===== src/rtl/bram_fifo_ctrl.sv =====
// FIFO controller in front of a dual-port BRAM (port A writes, port B reads)
// with a two-entry prefetch stage that gives a first-word-fall-through pop side.
// Optional macro BRAM_FIFO_BYPASS_EN: pushes into an otherwise empty pipeline
// skip the BRAM and land directly in the prefetch buffer.
module bram_fifo_ctrl #(
  parameter int DATA_WIDTH = 32,
  parameter int N_ENTRIES  = 128,
  localparam int AW        = $clog2(N_ENTRIES)
) (
  input  logic                  clk_i,
  input  logic                  rst_i,
  input  logic                  s_valid_i,
  input  logic [DATA_WIDTH-1:0] s_data_i,
  output logic                  s_ready_o,
  output logic                  m_valid_o,
  output logic [DATA_WIDTH-1:0] m_data_o,
  input  logic                  m_ready_i,
  output logic [AW:0]           count_o,
  output logic                  ram_en_o,
  output logic                  ram_a_we_o,
  output logic [AW-1:0]         ram_a_addr_o,
  output logic [DATA_WIDTH-1:0] ram_a_data_o,
  output logic                  ram_b_we_o,
  output logic [AW-1:0]         ram_b_addr_o,
  input  logic [DATA_WIDTH-1:0] ram_b_data_i
);

  localparam logic [AW:0] FULL_CNT = (AW+1)'(N_ENTRIES);

  logic [AW-1:0]         wr_ptr;
  logic [AW-1:0]         rd_ptr;
  logic [AW:0]           ram_cnt;
  logic [AW:0]           count;
  logic                  rd_inflight;
  logic [1:0]            pf_cnt;
  logic [1:0]            pf_cnt_nxt;
  logic [DATA_WIDTH-1:0] head;
  logic [DATA_WIDTH-1:0] skid;
  logic [DATA_WIDTH-1:0] head_nxt;
  logic [DATA_WIDTH-1:0] skid_nxt;
  logic                  push;
  logic                  pop;
  logic                  rd_issue;
  logic                  bypass;
  logic                  fill;
  logic [DATA_WIDTH-1:0] fill_data;
  logic [2:0]            pf_committed;

  assign s_ready_o = (count < FULL_CNT);
  assign m_valid_o = (pf_cnt != 2'd0);
  assign m_data_o  = head;
  assign count_o   = count;

  assign push = s_valid_i & s_ready_o;
  assign pop  = m_valid_o & m_ready_i;

  // Prefetch slots already spoken for after this cycle's pop; a new read may
  // only be issued if its data is guaranteed a free slot when it returns.
  assign pf_committed = {1'b0, pf_cnt} + {2'b0, rd_inflight} - {2'b0, pop};
  assign rd_issue     = (ram_cnt != '0) && (pf_committed < 3'd2);

`ifdef BRAM_FIFO_BYPASS_EN
  assign bypass    = push && (ram_cnt == '0) && !rd_inflight &&
                     (({1'b0, pf_cnt} - {2'b0, pop}) < 3'd2);
  assign fill      = rd_inflight | bypass;
  assign fill_data = rd_inflight ? ram_b_data_i : s_data_i;
`else
  assign bypass    = 1'b0;
  assign fill      = rd_inflight;
  assign fill_data = ram_b_data_i;
`endif

  assign ram_en_o     = 1'b1;
  assign ram_a_we_o   = push & ~bypass;
  assign ram_a_addr_o = wr_ptr;
  assign ram_a_data_o = s_data_i;
  assign ram_b_we_o   = 1'b0;
  assign ram_b_addr_o = rd_ptr;

  // Pop first so the skid entry moves up, then drop returning data into the
  // first free slot to keep strict FIFO order.
  always_comb begin
    head_nxt   = head;
    skid_nxt   = skid;
    pf_cnt_nxt = pf_cnt;
    if (pop) begin
      head_nxt   = skid;
      pf_cnt_nxt = pf_cnt - 2'd1;
    end
    if (fill) begin
      if (pf_cnt_nxt == 2'd0) begin
        head_nxt = fill_data;
      end else begin
        skid_nxt = fill_data;
      end
      pf_cnt_nxt = pf_cnt_nxt + 2'd1;
    end
  end

  always_ff @(posedge clk_i) begin
    if (rst_i) begin
      wr_ptr      <= '0;
      rd_ptr      <= '0;
      ram_cnt     <= '0;
      count       <= '0;
      rd_inflight <= 1'b0;
      pf_cnt      <= 2'd0;
      head        <= '0;
      skid        <= '0;
    end else begin
      if (ram_a_we_o) begin
        wr_ptr <= wr_ptr + 1'b1;
      end
      if (rd_issue) begin
        rd_ptr <= rd_ptr + 1'b1;
      end
      ram_cnt     <= ram_cnt + {{AW{1'b0}}, ram_a_we_o} - {{AW{1'b0}}, rd_issue};
      count       <= count + {{AW{1'b0}}, push} - {{AW{1'b0}}, pop};
      rd_inflight <= rd_issue;
      pf_cnt      <= pf_cnt_nxt;
      head        <= head_nxt;
      skid        <= skid_nxt;
    end
  end

endmodule


===== config.mk =====
export PLATFORM = sky130hd
export DESIGN_NAME = bram_fifo_ctrl
export DESIGN_NICKNAME = d
export VERILOG_FILES = /design/src/rtl/bram_fifo_ctrl.sv
export SDC_FILE = /design/constraint.sdc
export NUM_CORES = 1
export LEC_CHECK = 0
export CORE_UTILIZATION = 38
export DETAILED_ROUTE_END_ITERATION = 10
export DONT_BUFFER_PORTS = 1
export GPL_ROUTABILITY_DRIVEN = 0
export GPL_TIMING_DRIVEN = 1
export PLACE_DENSITY = 0.64
export SYNTH_ARGS = -nofsm -noshare
export SYNTH_HDL_FRONTEND = slang
export SYNTH_SLANG_ARGS = --single-unit
export TNS_END_PERCENT = 100

===== constraint.sdc =====
create_clock -name clk_i -period 11.1 [get_ports clk_i]
set_clock_uncertainty 0.2 [all_clocks]
set_input_delay 1.11 -clock clk_i [delete_from_list [all_inputs] [get_ports clk_i]]
set_output_delay 1.11 -clock clk_i [all_outputs]
set_load 0.03 [all_outputs]

==> results.sh <==
export IMPL_crit_chain="nand2b_2 -> buf_4 -> xnor2_1 -> and2_1 -> inv_1 -> fa_1 -> xnor2_2 -> o211ai_1 -> inv_1 -> ha_1 -> inv_1 -> ha_1 -> inv_1 -> fa_1 -> nor2b_4 -> o311a_1 -> or4_1 -> nand3_1"
export IMPL_reg2reg_slack_ns=6.39
export IMPL_crit_type="input pin to flop"
export IMPL_fin_nets=598
export IMPL_ant_nets=0
export IMPL_core_um2=12160
export IMPL_cp_max_fo=39
export IMPL_pin_count=159
export IMPL_clockBufferDepth=2
export IMPL_fin_crit_ns=4.749
export IMPL_drv_cap=0
export IMPL_slowest_delay_ns=0.51
export IMPL_endpoint="ram_cnt[6]"
export IMPL_ir_worst_vdd_mv=0.1198
export IMPL_grt_usage_pct=15.72
export IMPL_rr_startpoint="pf_cnt[1]"
export IMPL_cp_slowest_cell="buf_4"
export IMPL_whs_ns=0.2558
export IMPL_drc_errors=0
export IMPL_maxSlewViolCount=0
export IMPL_grt_pass1_vias=3331
export IMPL_hold_viol_final=0
export IMPL_rows=40
export IMPL_crit_arrival_ns=4.85
export IMPL_area_growth_pct=2.877
export IMPL_synth_edf_count=0
export IMPL_syn_nets=650
export IMPL_first_iter_violations=254
export IMPL_drt_total_wl_mm=9.653
export IMPL_p_leak_nw=2.015
export IMPL_cts_sinks=97
export IMPL_netlist_instances=557
export IMPL_finalPower_mw=1.539
export IMPL_overflow=0
export IMPL_p_per_area_nw_per_um2=312.7
export IMPL_die_w_um=114.2
export IMPL_dr_pass1_iters=4
export IMPL_tightest_slew_ns=1.159
export IMPL_clk_latency_ns=0.35
export IMPL_cp_startpoint="m_ready_i"
export IMPL_place_ws_ns=5.949
export IMPL_ys_ff_latch=97
export IMPL_min_path_type="flop to flop"
export IMPL_cts_hold_buffers=0
export IMPL_yosysSeqAreaShare_pct=40.59
export IMPL_setup_slack_ns=6.351
export IMPL_start_util_pct=39.34
export IMPL_r2r_end="ram_cnt[6]"
export IMPL_yosysUniqueCellTypes=49
export IMPL_num_vias=3488
export IMPL_layout_drive_gt1_share_pct=5.490
export IMPL_clk_pin_slew_ns=0.07
export IMPL_grt_max_degree=111
export IMPL_postCtsSetupBuffers=0
export IMPL_layout_common_cells="97 x dfxtp_1, 74 x nand2_1, 56 x nor2_1"
export IMPL_layout_commonest_cell="dfxtp_1"
export IMPL_h_tree_depth=3
export IMPL_grt_use_met2_pct=25.25
export IMPL_fin_setup_tns_ns=0
export IMPL_required_ns=11.20
export IMPL_reg2reg_depth=20
export IMPL_cts_buffers_inserted=9
export IMPL_rsz0062_at_grt="no"
export IMPL_grt_pass1_wl_mm=16.16
export IMPL_wl_per_cell_um=14.24
export IMPL_busiest_layer="met2"
export IMPL_cts_tree="built"
export IMPL_max_freq_mhz=210.6
export IMPL_post_cts_resized=0
export IMPL_relSlewSlack_pct=22.70
export IMPL_diodes=0
export IMPL_antenna_found_initial=0
export IMPL_dieHeight_um=114.2
export IMPL_status="finished clean"
export IMPL_post_route_period_util_pct=42.79
export IMPL_start_kind="input pin"
export IMPL_syn_area_um2=4785
export IMPL_yosys_warnings=0
export IMPL_final_fill_count=1193
export IMPL_grt_util_met3_pct=5.664
export IMPL_portBuffers=0
export IMPL_crit_top_cell="inv_1"
export IMPL_grt_met1_usage_pct=19.14
export IMPL_async_reset_ff_share_pct=0
export IMPL_cts_root_buf="clkbuf_16"
export IMPL_hpwl_mm=6.531
export IMPL_avgViaCountPerCell=5.145
export IMPL_dieArea_um2=13040
export IMPL_ys_flop_type="dfxtp_1"
export IMPL_setup_viol_count_final=0
export IMPL_endpoint_kind="flop"
export IMPL_synth_avg_cell_area_um2=8.590
-- state kept, by name, summed over array words and instances, names as in the netlist --
name / count
skid: 32
ram_cnt: 8
fill: 1
ram_b_addr_o: 7
count_o: 8
pf_cnt: 2
ram_a_addr_o: 7
m_data_o: 32
-- critical path: cells and delay by family --
kind | cells | cell delay, ns
buffers and inverters | 5 | 0.77
AOI/OAI and AO/OA | 2 | 0.68
adders and majority gates | 4 | 1.11
xor gates and xnor gates | 2 | 0.36
and+or+nand+nor | 5 | 0.83
-- power by group --
part	switching, mW	total [mW]	internal (mW)
registers	0.202	0.659	0.457
logic	0.323	0.572	0.249
clock network	0.145	0.309	0.164
-- cells in the mapped netlist, types with 6 or more instances --
cell	number	area, um2
dfxtp_1	97	1942
nand2_1	75	281.5
nor2_1	56	210.2
a21oi_1	43	215.2
a211oi_1	36	270.3
buf_4	35	262.8
mux2i_1	34	340.3
inv_1	26	97.59
ha_1	22	275.3
buf_2	13	65.06
clkbuf_1	12	45.04
o21ai_0	11	55.05
xor2_1	9	78.83
nor2b_1	8	50.05
buf_1	6	22.52
nor3_1	6	30.03
-- metal layers --
metal	up-vias	routed length, um
met3	14	706
met1	1608	4377
met5	-	0
met2	109	4407
met4	0	161
li1	1757	-
-- cell families (layout without fill, tap and decap cells) --
logic type / count (synthesis) / count (layout) / share of synthesized area [%]
DFF: 97 / 97 / 40.59
muxes: 35 / 35 / 7.348
and+or+nand+nor: 188 / 188 / 18.17
adders and majority gates: 25 / 25 / 7.008
buffers and inverters: 93 / 46 / 10.54
xor gates and xnor gates: 13 / 13 / 2.537
other: 2 / 2 / 0.1570
AOI/OAI and AO/OA: 104 / 104 / 13.65
-- worst min-delay path by stage --
| stage | start | to | slack (ns) | depth (start not counted) |
|---|---|---|---|---|
| floorplan | skid[0] | skid[0] | 0.24 | 2 |
| global placement | skid[24] | skid[24] | 0.24 | 2 |
| detailed placement | skid[3] | skid[3] | 0.24 | 2 |
| CTS | skid[6] | skid[6] | 0.25 | 2 |
| global route | skid[18] | skid[18] | 0.27 | 2 |
| finish | skid[14] | skid[14] | 0.26 | 2 |
-- final cells by class --
class / instances / area [um2] / area share (%)
tap: 168 / 210.2 / 4.270
multi-input combinational: 367 / 2346 / 47.66
inverter: 26 / 97.59 / 1.983
clock buffer: 10 / 239.0 / 4.855
sequential: 97 / 1942 / 39.45
timing repair buffer: 4 / 30.03 / 0.6101
clock inverter: 6 / 57.56 / 1.169
-- metrics by stage --
step | area, um2 | std cells | util [%]
after floorplan | 4785 | 557 | -
after global placement | 4626 | 662 | 38.04
after detailed placement | 4626 | 662 | 38.04
after CTS | 4922 | 678 | 40.47
after global routing | 4922 | 678 | 40.47
final | 4922 | 678 | 40.47
Note: power is estimated with default switching activity, not from simulation.
